===== src/rtl/wash_sequencer.sv =====
// wash_sequencer: washing machine phase sequencer.
// Runs FILL/WASH/DRAIN, then rinse cycles of FILL/RINSE/DRAIN, then SPIN and DONE.
// start_pause edges start, pause and resume. An open door forces a pause.
// Optional feature macro: WASH_SOAK_EN.
//   Defined:   heavy mode inserts a SOAK phase between the first FILL and WASH.
//   Undefined: SOAK is never entered.
module wash_sequencer #(
   parameter int CNT_W       = 16,
   parameter int FILL_TICKS  = 4,
   parameter int SOAK_TICKS  = 4,
   parameter int WASH_TICKS  = 8,
   parameter int RINSE_TICKS = 6,
   parameter int DRAIN_TICKS = 3,
   parameter int SPIN_TICKS  = 5,
   parameter int DIR_PERIOD  = 2,
   parameter int MAX_RINSES  = 3
) (
   input  logic       clk,
   input  logic       reset,
   input  logic       start_pause,
   input  logic [1:0] mode_select,
   input  logic       door_sensor,
   output logic       water_valve,
   output logic       drain_valve,
   output logic       motor,
   output logic [1:0] motor_dir,
   output logic [3:0] state_code,
   output logic       paused,
   output logic       done
);

   typedef enum logic [3:0] {
      S_IDLE  = 4'd0,
      S_FILL  = 4'd1,
      S_SOAK  = 4'd2,
      S_WASH  = 4'd3,
      S_DRAIN = 4'd4,
      S_RINSE = 4'd5,
      S_SPIN  = 4'd6,
      S_DONE  = 4'd7
   } state_t;

   localparam logic [1:0] MODE_QUICK  = 2'b00;
   localparam logic [1:0] MODE_NORMAL = 2'b01;
   localparam logic [1:0] MODE_HEAVY  = 2'b10;

   localparam int unsigned RINSE_MAX = (MAX_RINSES > 2) ? MAX_RINSES : 2;
   localparam int unsigned RW        = $clog2(RINSE_MAX + 1);

   localparam logic [CNT_W-1:0] DIR_LAST = CNT_W'(DIR_PERIOD - 1);

   state_t           state, state_n;
   logic [CNT_W-1:0] timer, timer_n;
   logic [CNT_W-1:0] dcnt, dcnt_n;
   logic             dir, dir_n;          // 0 = cw, 1 = ccw
   logic             pause_q, pause_n;
   logic [1:0]       mode, mode_n;
   logic [RW-1:0]    rinses, rinses_n;    // rinse cycles still to run
   logic             rphase, rphase_n;    // next FILL belongs to a rinse cycle
   logic             sp_prev;
   logic             edge_det;
   logic             enter;
   state_t           nxt;

   // Phase timer load value (length - 1) for the phase being entered.
   function automatic logic [CNT_W-1:0] phase_load(input state_t s, input logic [1:0] m);
      logic [CNT_W-1:0] base;
      logic [CNT_W-1:0] len;
      base = CNT_W'(WASH_TICKS);
      len  = '0;
      case (s)
         S_FILL:  len = CNT_W'(FILL_TICKS);
         S_SOAK:  len = CNT_W'(SOAK_TICKS);
         S_WASH: begin
            case (m)
               MODE_NORMAL: len = base + base;
               MODE_HEAVY:  len = base + base + base;
               default:     len = base;
            endcase
         end
         S_RINSE: len = CNT_W'(RINSE_TICKS);
         S_DRAIN: len = CNT_W'(DRAIN_TICKS);
         S_SPIN:  len = CNT_W'(SPIN_TICKS);
         default: len = CNT_W'(1);
      endcase
      return len - CNT_W'(1);
   endfunction

   // Number of rinse cycles for each mode; spin-only has none.
   function automatic logic [RW-1:0] rinse_total(input logic [1:0] m);
      case (m)
         MODE_QUICK:  return RW'(1);
         MODE_NORMAL: return RW'(2);
         MODE_HEAVY:  return RW'(MAX_RINSES);
         default:     return '0;
      endcase
   endfunction

   assign edge_det = start_pause & ~sp_prev;

   // Successor of a running phase once its timer has expired.
   always_comb begin
      nxt = state;
      case (state)
         S_FILL: begin
            if (rphase) begin
               nxt = S_RINSE;
            end else begin
`ifdef WASH_SOAK_EN
               nxt = (mode == MODE_HEAVY) ? S_SOAK : S_WASH;
`else
               nxt = S_WASH;
`endif
            end
         end
         S_SOAK:  nxt = S_WASH;
         S_WASH:  nxt = S_DRAIN;
         S_RINSE: nxt = S_DRAIN;
         S_DRAIN: nxt = (rinses != '0) ? S_FILL : S_SPIN;
         S_SPIN:  nxt = S_DONE;
         default: nxt = state;
      endcase
   end

   // Next-state logic: start, pause/resume, timer countdown and phase changes.
   always_comb begin
      state_n  = state;
      timer_n  = timer;
      dcnt_n   = dcnt;
      dir_n    = dir;
      pause_n  = pause_q;
      mode_n   = mode;
      rinses_n = rinses;
      rphase_n = rphase;
      enter    = 1'b0;

      case (state)
         S_IDLE: begin
            if (edge_det && !door_sensor) begin
               mode_n   = mode_select;
               rinses_n = rinse_total(mode_select);
               rphase_n = 1'b0;
               pause_n  = 1'b0;
               state_n  = (mode_select == 2'b11) ? S_DRAIN : S_FILL;
               enter    = 1'b1;
            end
         end
         S_DONE: begin
            if (edge_det || door_sensor) begin
               state_n  = S_IDLE;
               timer_n  = '0;
               dcnt_n   = '0;
               dir_n    = 1'b0;
               rinses_n = '0;
               rphase_n = 1'b0;
            end
         end
         default: begin
            // A cycle that pauses or resumes is not a run cycle: nothing advances.
            if (pause_q) begin
               if (edge_det && !door_sensor) begin
                  pause_n = 1'b0;
               end
            end else if (edge_det || door_sensor) begin
               pause_n = 1'b1;
            end else if (timer == '0) begin
               state_n = nxt;
               enter   = 1'b1;
               if (state == S_DRAIN && rinses != '0) begin
                  rinses_n = rinses - RW'(1);
                  rphase_n = 1'b1;
               end
            end else begin
               timer_n = timer - CNT_W'(1);
               if (state == S_WASH || state == S_RINSE) begin
                  if (dcnt == DIR_LAST) begin
                     dcnt_n = '0;
                     dir_n  = ~dir;
                  end else begin
                     dcnt_n = dcnt + CNT_W'(1);
                  end
               end
            end
         end
      endcase

      if (enter) begin
         timer_n = (state_n == S_DONE) ? '0 : phase_load(state_n, mode_n);
         dcnt_n  = '0;
         dir_n   = 1'b0;
      end
   end

   // State and datapath registers with synchronous reset.
   always_ff @(posedge clk) begin
      if (reset) begin
         state   <= S_IDLE;
         timer   <= '0;
         dcnt    <= '0;
         dir     <= 1'b0;
         pause_q <= 1'b0;
         mode    <= '0;
         rinses  <= '0;
         rphase  <= 1'b0;
         sp_prev <= 1'b1;
      end else begin
         state   <= state_n;
         timer   <= timer_n;
         dcnt    <= dcnt_n;
         dir     <= dir_n;
         pause_q <= pause_n;
         mode    <= mode_n;
         rinses  <= rinses_n;
         rphase  <= rphase_n;
         sp_prev <= start_pause;
      end
   end

   // Output decode from registered state only.
   always_comb begin
      water_valve = 1'b0;
      drain_valve = 1'b0;
      motor       = 1'b0;
      motor_dir   = 2'b00;
      state_code  = state;
      paused      = pause_q;
      done        = (state == S_DONE);
      if (!pause_q) begin
         case (state)
            S_FILL:  water_valve = 1'b1;
            S_DRAIN: drain_valve = 1'b1;
            S_WASH, S_RINSE: begin
               motor     = 1'b1;
               motor_dir = dir ? 2'b10 : 2'b01;
            end
            S_SPIN: begin
               motor       = 1'b1;
               drain_valve = 1'b1;
               motor_dir   = 2'b01;
            end
            default: ;
         endcase
      end
   end

endmodule


===== config.mk =====
export PLATFORM = sky130hd
export DESIGN_NAME = wash_sequencer
export DESIGN_NICKNAME = d
export VERILOG_FILES = /design/src/rtl/wash_sequencer.sv
export SDC_FILE = /design/constraint.sdc
export NUM_CORES = 1
export LEC_CHECK = 0
export ABC_AREA = 0
export BUFFER_PORTS_ARGS = -buffer_cell sky130_fd_sc_hd__buf_2
export CAP_MARGIN = 20
export CORE_AREA = 2 2 76 78
export CTS_CLUSTER_DIAMETER = 200
export DETAILED_ROUTE_END_ITERATION = 16
export DIE_AREA = 0 0 78 80
export GPL_ROUTABILITY_DRIVEN = 0
export MAX_ROUTING_LAYER = met4
export PLACE_DENSITY = 0.73
export REMOVE_ABC_BUFFERS = 1
export SETUP_SLACK_MARGIN = 0.5
export SLEW_MARGIN = 10
export SYNTH_ARGS = -nofsm -noshare
export SYNTH_HDL_FRONTEND = slang
export SYNTH_SLANG_ARGS = --single-unit

===== constraint.sdc =====
create_clock -name clk -period 4.07 [get_ports clk]
set_input_delay 0.2035 -clock clk [delete_from_list [all_inputs] [get_ports clk]]
set_output_delay 0.2035 -clock clk [all_outputs]
set_load 0.03 [all_outputs]

==> results of run 1 <==
-- cell usage after synthesis (5+ instances only) --
cell / n / share of area
sky130_fd_sc_hd__nor2_1: 49 / 0.062
sky130_fd_sc_hd__dfxtp_1: 44 / 0.30
sky130_fd_sc_hd__nand2_1: 30 / 0.038
sky130_fd_sc_hd__o21ai_0: 22 / 0.037
sky130_fd_sc_hd__nor3_1: 18 / 0.031
sky130_fd_sc_hd__a21oi_1: 17 / 0.029
sky130_fd_sc_hd__inv_1: 16 / 0.020
sky130_fd_sc_hd__ha_1: 10 / 0.042
sky130_fd_sc_hd__xnor2_1: 10 / 0.030
sky130_fd_sc_hd__clkbuf_1: 9 / 0.011
sky130_fd_sc_hd__and3_1: 8 / 0.017
sky130_fd_sc_hd__nand3_1: 8 / 0.014
sky130_fd_sc_hd__nor4_1: 8 / 0.017
sky130_fd_sc_hd__buf_2: 7 / 0.012
sky130_fd_sc_hd__xor2_1: 7 / 0.021
sky130_fd_sc_hd__nand4_1: 6 / 0.013
sky130_fd_sc_hd__or3_1: 5 / 0.011
-- per-layer routing --
metal  routed length [um]  part of all wire
met1                 3175              0.46
met2                 3159              0.46
met3                  329             0.048
met4                  202             0.029
met5                    0                 0
-- where the power goes --
| part | internal, mW | switching (mW) | total, mW |
|---|---|---|---|
| Sequential | 0.444 | 0.0231 | 0.467 |
| Clock | 0.182 | 0.153 | 0.336 |
| Combinational | 0.101 | 0.142 | 0.243 |
| Total | 0.727 | 0.319 | 1.05 |
-- worst register-to-register path: cells and delay by family, from the launching register on --
family,cells,cell delay [ns]
flops,1,0.44
compound gates,2,0.23
fa+ha+maj,2,0.61
simple gates,4,1.57
mux,1,0.38
-- through the flow --
step	power, mW	cells
detailed placement	0.7125	440
CTS	1.050	448
finish	1.046	448
floorplan	0.6593	347
global placement	0.7090	440
global route	1.109	448
-- area by class of cell --
class	count	area share
clock inverter	2	0.01089
inverter	16	0.01866
tap	72	0.02799
sequential	44	0.2749
clock buffer	6	0.02255
timing repair buffer	21	0.03655
multi-input combinational	287	0.6085
-- sequential cells by signal, summed over array words and instances, names as in the netlist --
name / count
rphase: 1
sp_prev: 1
paused: 1
state_code: 4
dir: 1
dcnt: 16
rinses: 2
timer: 16
mode: 2
-- cells by family after synthesis --
logic type                 Yosys count  synth area share
xor gates and xnor gates            17           0.05042
DFF                                 44            0.2983
muxes                                6           0.02246
adders and majority gates           10           0.04237
buffers and inverters               36           0.05127
and+or+nand+nor                    167            0.3208
AOI/OAI and AO/OA                   87            0.2144
-- worst max-delay path by stage --
| stage | end | slack, ns |
|---|---|---|
| final | timer[4]$_SDFFE_PP0P_ | 0.77 |
| after global routing | timer[4]$_SDFFE_PP0P_ | 0.52 |
| after CTS | timer[4]$_SDFFE_PP0P_ | 0.52 |
| after detailed placement | timer[4]$_SDFFE_PP0P_ | 0.54 |
| after global placement | timer[4]$_SDFFE_PP0P_ | 0.62 |
| after floorplan | timer[4]$_SDFFE_PP0P_ | 0.53 |
==> results.md, run 1 <==
CTS:
- The total of hold buffers inserted after clock tree synthesis is 0.
- The clock tree root buffer cell is sky130_fd_sc_hd__clkbuf_8.
- The clock net in this run drives a total of 44 sinks.
- Buffers added to address setup during post-CTS repair amount to 0.
- TritonCTS built the clock tree.
- The H-tree was split into 2 levels.
- After clock tree synthesis, the repair step resized 0 gates.
- The clock buffer count from CTS is 5.
- At the later pin of the worst-skew pair, clock insertion delay measures 0.30 ns.
- The clock transition at the registers of the reported paths is about 0.090 ns.
- The maximum buffer depth of the clock tree is 2.

Setup path:
- The number of buffer and inverter stages on the critical path is 0.
- In this run the worst setup path begins at state_code[1]$_SDFF_PP0_.
- Of all nets on the critical path, the largest fanout is 19.
- The number of cell instances on the worst register-to-register path is 9.
- The worst-case register-to-register setup slack is approximately 0.77 ns.
- STA puts the critical path data arrival time at about 3.5 ns.
- In this design, the critical path's most frequently occurring cell is sky130_fd_sc_hd__ha_1.
- Walking the worst path, the cells encountered are or4_4 -> nor3_4 -> mux2_2 -> ha_1 -> nand2b_1 -> ha_1 -> or4_1 -> a21oi_1 -> o21bai_1.
- The critical path is of the reg -> reg type.
- The worst register-to-register path ends at timer[4]$_SDFFE_PP0P_.
- The cell family contributing the most delay on the critical path is simple AND/OR/NAND/NOR gates.
- STA classifies the critical path endpoint as a flip-flop.
- In this run the number of cells on the critical path is 9.
- The required arrival time at the worst endpoint is 4.30 ns.
- The slowest stage cell on the critical path is sky130_fd_sc_hd__or4_4.
- The worst setup path is launched from a flip-flop.
- In this run the critical register-to-register path is launched from state_code[1]$_SDFF_PP0_.
- On the worst path, the slowest cell contributes a delay of between 0.6 and 0.7 ns.

Routing:
- The routed layout has roughly 2700 vias.
- The vias per cell is roughly 6.1.
- The post-detailed-route count of antenna-violating nets is 0.
- The post-detailed-route DRC marker count is 0.
- The first routing iteration left ~140 violations.
- Dividing the detail-routed wire length by the instance count gives between 15 and 20 um.
- The final wirelength is approximately 6900 um.
- The total iterations of the first detailed-routing run is 4.

Min path:
- The start point of the worst min-delay path is start_pause.
- The worst hold path depth is 2.
- The path with the worst hold slack has its endpoint at sp_prev$_SDFF_PP1_.
- The path type of the worst min-delay path is in -> reg.

Synthesis:
- The mapped netlist covers between 0.002 and 0.003 mm^2.
- The number of different library cells in the post-synthesis netlist is between 60 and 70.
- The synthesized area divided by synthesized cell count is 8.046 um^2.
- Counting every instance in the synthesized netlist gives approximately 370.
- During synthesis, Yosys emitted a total of 0 warnings.
- The synthesized design contains 44 register bits.
- The fraction of synthesis flops using an asynchronous set or reset pin is 0.
- In this run, synthesis inferred 0 flip-flops with an integrated enable.
- The share of the Yosys chip area taken by registers is 0.2983.
- The prevailing post-synth register cell is sky130_fd_sc_hd__dfxtp_1.

GRT:
- The layer flagged by global routing as most heavily used is met2.
- The residual overflow from global routing is 0.
- The met1 layer usage reported by global route is 0.2972.
- The wire length of the first global-routing pass is 11800 um.
- The overall global routing resource usage is 0.2403.
- The met2 layer usage reported by global route is 0.3871.
- The met3 track demand over resource in global routing is 0.04412.
- The initial antenna violation count is 0.
- The via count of the first global-routing pass is around 2500.
- The pin count of the biggest net entering global routing is 28.

Timing:
- Of the available clock period, the critical path in the final layout requires 0.8103.
- The max-slew violation count came to 0.
- Across the routed clock network, the largest skew measured is around 0.0067 ns.
- Setup violations remaining at the end of the flow were counted as 0.
- At the pin with the least slew margin, the transition time is 0.6459 ns.
- Setup total negative slack on the finished layout was measured at 0 ns.
- Static timing analysis puts the maximum clock frequency at about 300 MHz.
- Setup repair after global routing left no endpoint under its margin.
- The worst setup slack after layout is 0.7722 ns.
- After layout, the minimum clock period comes to 3.298 ns.
- The worst hold margin is roughly 0.12 ns.
- The hold violation count in the final report is 0.
- The worst slew slack as a fraction of its limit is 0.5685.

Die:
- The height of the chip is approximately 80 um.
- The overall die area is ~0.0062 mm^2.
- The initial standard-cell utilization of the core is 0.5463.
- For this design the top-level I/O count stands at 17.
- The floorplan step set the die width to between 70 and 80 um.
- The placement row count is 27.
- The region available for standard cell placement spans roughly 0.0054 mm^2.

Pwr:
- Dividing total power by cell area gives a power density of between 300 and 400 mW/mm^2.
- In this run the static leakage power is 1.234 nW.
- The maximum VDD drop is slightly below 200 uV.

Layout:
- For this run, the share of the core covered by cells in the final layout is 0.5954.
- The top cell types in the final layout, fill and taps aside, are 49 x sky130_fd_sc_hd__nor2_1, 41 x sky130_fd_sc_hd__dfxtp_1, 30 x sky130_fd_sc_hd__nand2_1.
- The number of antenna diodes in the final layout is 0.
- In the final layout, the share of cells above drive strength 1 is 0.1569.
- The finished cells cover ~0.0032 mm^2.
- The layout filler cell count is between 500 and 600.
- The multi-input combinational cells in the finished layout cover a total of a little under 0.002 mm^2.
- Compared with the post-synthesis result, the final layout area differs by 8.983%.
- The area used by sequential logic in the layout is a little under 900 um^2.
- The library cell used most frequently in the layout, excluding fill and tap cells, is sky130_fd_sc_hd__nor2_1.
- The final layout contains between 300 and 400 nets.

Run:
- Across the run, the number of max-cap violations was 0.

Place:
- Port buffering added 16 buffers.
- OpenSTA, run right after detailed placement, puts the worst setup slack at ~0.54 ns.
- The HPWL after detailed placement is 4895 um.
- The post-detailed-placement cell area is approximately 0.003 mm^2.

Outcome:
- The flow ran to the end, and the final reports show no timing, DRC or antenna violations.
Note: power is estimated with default switching activity, not from simulation.
==> run 2, diff against run 1 <==
Settings changed: ABC_AREA 0 to 1, CORE_AREA 2 2 76 78 to 2 2 75 77, DIE_AREA 0 0 78 80 to 0 0 77 79, PLACE_DENSITY 0.73 to 0.75.
Clock period 4.07 ns to 2.8 ns, I/O delays scaled along.
==> run 2 against run 1 <==
Effect of this change: fmax is 43% higher; clock power is 21% higher; non-clock buffer count is 10 higher; setup slack worse by 0.28 ns; critical path depth is 8 higher; critical endpoint unchanged.
==> results.md, run 2 <==
Place:
- The worst setup slack after placement is 0.1929 ns (was 0.5407 ns).
- The quantity of I/O buffers inserted on ports was 16 (unchanged).
- The post-detailed-placement cell area came to 0.002980 mm^2 (was 0.003069 mm^2).
- The placed wire-length estimate after detailed placement came to 4711 um (was 4895 um).

Routing:
- The final wirelength is 6697 um (was 6867 um).
- The total vias in the final route is 2750 (was 2737).
- The post-detailed-route DRC marker count is 0 (unchanged).
- The detail-routed net length per standard cell is 12.93 um (was 15.33 um).
- The vias per cell is 5.309 (was 6.109).
- The post-detailed-route count of antenna-violating nets is 0 (unchanged).
- The total iterations of the first detailed-routing run is 4 (unchanged).
- The initial DRC count is 132 (was 138).

Layout:
- The signed area change from the synthesized netlist to the final layout is 16.46% (was 8.983%).
- The number of nets at the end of the flow is 461 (was 391).
- The final design instance area without fill is 0.003302 mm^2 (was 0.003218 mm^2).
- The fraction of layout cells with a size suffix above 1 is 0.2466 (was 0.1569).
- The most common cell after layout, fill and taps aside is sky130_fd_sc_hd__nor2_1 (unchanged).
- The count of antenna diodes in the layout came to 0 (unchanged).
- Commonest cells after routing, fill and taps aside: 53 x sky130_fd_sc_hd__nor2_1, 51 x sky130_fd_sc_hd__nand2_1, 46 x sky130_fd_sc_hd__a21oi_1 (was 49 x sky130_fd_sc_hd__nor2_1, 41 x sky130_fd_sc_hd__dfxtp_1, 30 x sky130_fd_sc_hd__nand2_1).

Timing:
- The number of setup violations in the final report was 0 (unchanged).
- The final critical delay including setup and external delays came to 2.312 ns (was 3.298 ns).
- The max-slew violation count is 0 (unchanged).
- The worst slew slack as a fraction of its limit is 0.6963 (was 0.5685).
- The worst setup slack after layout is 0.4884 ns (was 0.7722 ns).
- The setup TNS was 0 ns (unchanged).
- The part of the cycle the worst path needs is 0.8256 (was 0.8103).
- The setup skew after layout is 0.01292 ns (was 0.006656 ns).
- The upper clock frequency limit is 432.6 MHz (was 303.2 MHz).
- The actual slew at the worst max-slew pin was 0.4551 ns (was 0.6459 ns).
- The hold violation count in the final report came to 0 (unchanged).
- Setup repair after global routing missed its margin: yes (was no).

Setup path:
- The required arrival time at the worst endpoint came to 3.05 ns (was 4.30 ns).
- The kind of critical path is reg -> reg (unchanged).
- The arrival time of the worst setup path is 2.56 ns (was 3.53 ns).
- The kind of launch point of the worst setup path is a flip-flop (unchanged).
- The launch instance of the worst register-to-register path is timer[7]$_SDFFE_PP0P_ (was state_code[1]$_SDFF_PP0_).
- The kind of end point of the critical path is a flip-flop (unchanged).
- The launching element of the worst setup path is timer[7]$_SDFFE_PP0P_ (was state_code[1]$_SDFF_PP0_).
- The critical-path maximum fanout is 5 (was 19).

Synthesis:
- The flop and latch count out of synthesis came to 44 (unchanged).
- The most frequently used cell type in the post-synthesis netlist is sky130_fd_sc_hd__nor2_1 (unchanged).
- Top post-synthesis cells by area: sky130_fd_sc_hd__dfxtp_1 31%, sky130_fd_sc_hd__a21oi_1 8.3%, sky130_fd_sc_hd__nor2_1 7.9% (was sky130_fd_sc_hd__dfxtp_1 30%, sky130_fd_sc_hd__nor2_1 6.2%, sky130_fd_sc_hd__ha_1 4.2%).
- The post-synthesis instance area is 0.002835 mm^2 (was 0.002953 mm^2).
- The number of cells produced by synthesis is 413 (was 367).
- The number of different library cells in the post-synthesis netlist is 39 (was 68).
- The prevailing post-synth register cell was sky130_fd_sc_hd__dfxtp_1 (unchanged).
- The sequential cell area fraction in the yosys report was 0.3107 (was 0.2983).
- The synthesized area divided by synthesized cell count is 6.865 um^2 (was 8.046 um^2).
- The proportion of netlist area held by the largest area contributor was 0.3107 (was 0.2983).
- The fraction of synthesis flops using an asynchronous set or reset pin is 0 (unchanged).
- The dominant cell type by area after synthesis is sky130_fd_sc_hd__dfxtp_1 (unchanged).
- Most used standard cells in the synthesized netlist: 60 x sky130_fd_sc_hd__nor2_1, 55 x sky130_fd_sc_hd__nand2_1, 47 x sky130_fd_sc_hd__a21oi_1, 46 x sky130_fd_sc_hd__inv_1, 44 x sky130_fd_sc_hd__dfxtp_1 (was 49 x sky130_fd_sc_hd__nor2_1, 44 x sky130_fd_sc_hd__dfxtp_1, 30 x sky130_fd_sc_hd__nand2_1, 22 x sky130_fd_sc_hd__o21ai_0, 18 x sky130_fd_sc_hd__nor3_1).
- The count of flip-flops with a built-in enable after synthesis came to 0 (unchanged).
- The count of warnings emitted by yosys is 0 (unchanged).

GRT:
- The initial antenna violation count is 0 (unchanged).
- The via count of the first global-routing pass is 2640 (was 2525).
- The pin count of the biggest net entering global routing was 17 (was 28).
- The residual overflow from global routing came to 0 (unchanged).
- The wire length of the first global-routing pass was 11270 um (was 11800 um).
- The overall global routing resource usage was 0.2293 (was 0.2403).

Die:
- The overall die area was 0.006083 mm^2 (was 0.006240 mm^2).
- The placement row count is 27 (unchanged).
- The horizontal die dimension came to 77 um (was 78 um).
- The count of pins on the block boundary is 17 (unchanged).
- The initial standard-cell utilization of the core was 0.5312 (was 0.5463).
- The height of the chip came to 79 um (was 80 um).
- The placeable core region is 0.005338 mm^2 (was 0.005405 mm^2).

CTS:
- The TritonCTS clock tree is done (unchanged).
- The H-tree depth was 2 (unchanged).
- The later-pin clock latency in the skew report is 0.30 ns (about the same).
- The count of clock tree sinks came to 44 (unchanged).
- The clock buffer count from CTS is 5 (unchanged).
- The clock transition at the registers of the reported paths is 0.09 ns (about the same).
- The maximum buffer depth of the clock tree is 2 (unchanged).
- The clock tree root buffer cell was sky130_fd_sc_hd__clkbuf_8 (unchanged).

Min path:
- The path type of the worst min-delay path is in -> reg (unchanged).
- The start point of the worst min-delay path is start_pause (unchanged).

Pwr:
- The leakage component of the power is 1.564 nW (was 1.234 nW).
- The power density over cell area is 444.1 mW/mm^2 (was 324.9 mW/mm^2).
- The switching component of the power is 0.4972 mW (was 0.3188 mW).
- The portion of total power attributed to sequential cells came to 0.454 (was 0.446).
- The total power of the final layout was 1.466 mW (was 1.046 mW).
- The part of the power in combinational logic is 0.269 (was 0.233).
- The switching portion of total power is 0.3390 (was 0.3049).
- The internal portion of total power came to 0.9693 mW (was 0.7268 mW).
- The fraction of power consumed by the clock network is 0.278 (was 0.321).
- The maximum VDD drop is 219.2 uV (was 192.1 uV).

Outcome:
- Result of the run: completed (unchanged).

Run:
- The number of violations of the max-capacitance limit is 0 (unchanged).
[run 2: timing repair]
item,4_1_cts,5_1_grt
buffers inserted,4,10
endpoints found under the setup margin,6,16
gates resized for setup,12,34
pin swaps,3,12
hold endpoints to repair,0,0
hold buffers,0,0
[run 2: cell families (layout without fill, tap and decap cells)]
kind of cell | count (synthesis) | after routing | synth area share
simple gates | 193 | 193 | 0.3385
compound gates | 93 | 93 | 0.1845
buf+inv | 61 | 94 | 0.08518
flops | 44 | 44 | 0.3107
xor+xnor | 12 | 12 | 0.03707
fa+ha+maj | 10 | 10 | 0.04413
[run 2: area by class of cell]
| type | count | area [um^2] |
|---|---|---|
| Clock buffer | 5 | 68.82 |
| Clock inverter | 3 | 18.77 |
| Fill cell | 492 | 2036 |
| Inverter | 55 | 211.5 |
| Multi-Input combinational cell | 308 | 1813 |
| Sequential cell | 44 | 903.4 |
| Tap cell | 72 | 90.09 |
| Timing Repair Buffer | 31 | 196.4 |
[run 2: critical path: stages, from the launching register on]
cell                      delay (ns)
sky130_fd_sc_hd__dfxtp_2        0.36
sky130_fd_sc_hd__nor2_2         0.13
sky130_fd_sc_hd__nand2_1        0.09
sky130_fd_sc_hd__nor2_1         0.12
sky130_fd_sc_hd__nand2_1        0.12
sky130_fd_sc_hd__nor2_4         0.14
sky130_fd_sc_hd__nand2_2        0.08
sky130_fd_sc_hd__nand2_1        0.08
sky130_fd_sc_hd__nand3_2        0.08
sky130_fd_sc_hd__nand2_2        0.11
sky130_fd_sc_hd__nand2_4        0.07
sky130_fd_sc_hd__nor2_4         0.09
sky130_fd_sc_hd__inv_1          0.06
sky130_fd_sc_hd__or2_1          0.21
sky130_fd_sc_hd__ha_1           0.28
sky130_fd_sc_hd__inv_1          0.05
sky130_fd_sc_hd__nand2_1        0.06
sky130_fd_sc_hd__a21oi_2        0.11
[run 2: path summary, 6_finish.rpt]
path / endpoint / slack, ns / depth (start not counted)
worst max-delay path: timer[4]$_SDFFE_PP0P_ / 0.49 / 17
worst min-delay path: sp_prev$_SDFF_PP1_ / 0.07 / 2
worst max register to register: timer[4]$_SDFFE_PP0P_ / 0.49 / 17
worst min register to register: dir$_SDFFE_PP0P_ / 0.50 / 2
[run 2: routing by layer]
metal,up-vias,global-route usage,wire (um),share of wire
met5,-,-,0,0
met4,0,0.06607,35,0.0052
met3,4,0.03977,185,0.028
met2,42,0.4088,3472,0.52
met1,1270,0.2673,3004,0.45
li1,1434,-,-,-
[run 2: power by group through the flow]
stage                     Combinational (mW)  Sequential, mW  Clock (mW)
after floorplan                        0.279           0.676           0
after global placement                 0.338           0.677           0
after detailed placement               0.348           0.677           0
after CTS                              0.367           0.664       0.411
after global routing                   0.447           0.668       0.440
final                                  0.394           0.665       0.407
[run 2: through the flow]
| stage | std cells | hold slack, ns | util |
|---|---|---|---|
| finish | 518 | 0.06761 | 0.6186 |
| global route | 518 | 0.06930 | 0.6186 |
| CTS | 508 | 0.06012 | 0.5858 |
| detailed placement | 496 | 0.3733 | 0.5584 |
| global placement | 496 | 0.3651 | 0.5584 |
| floorplan | 407 | 0.2091 | - |
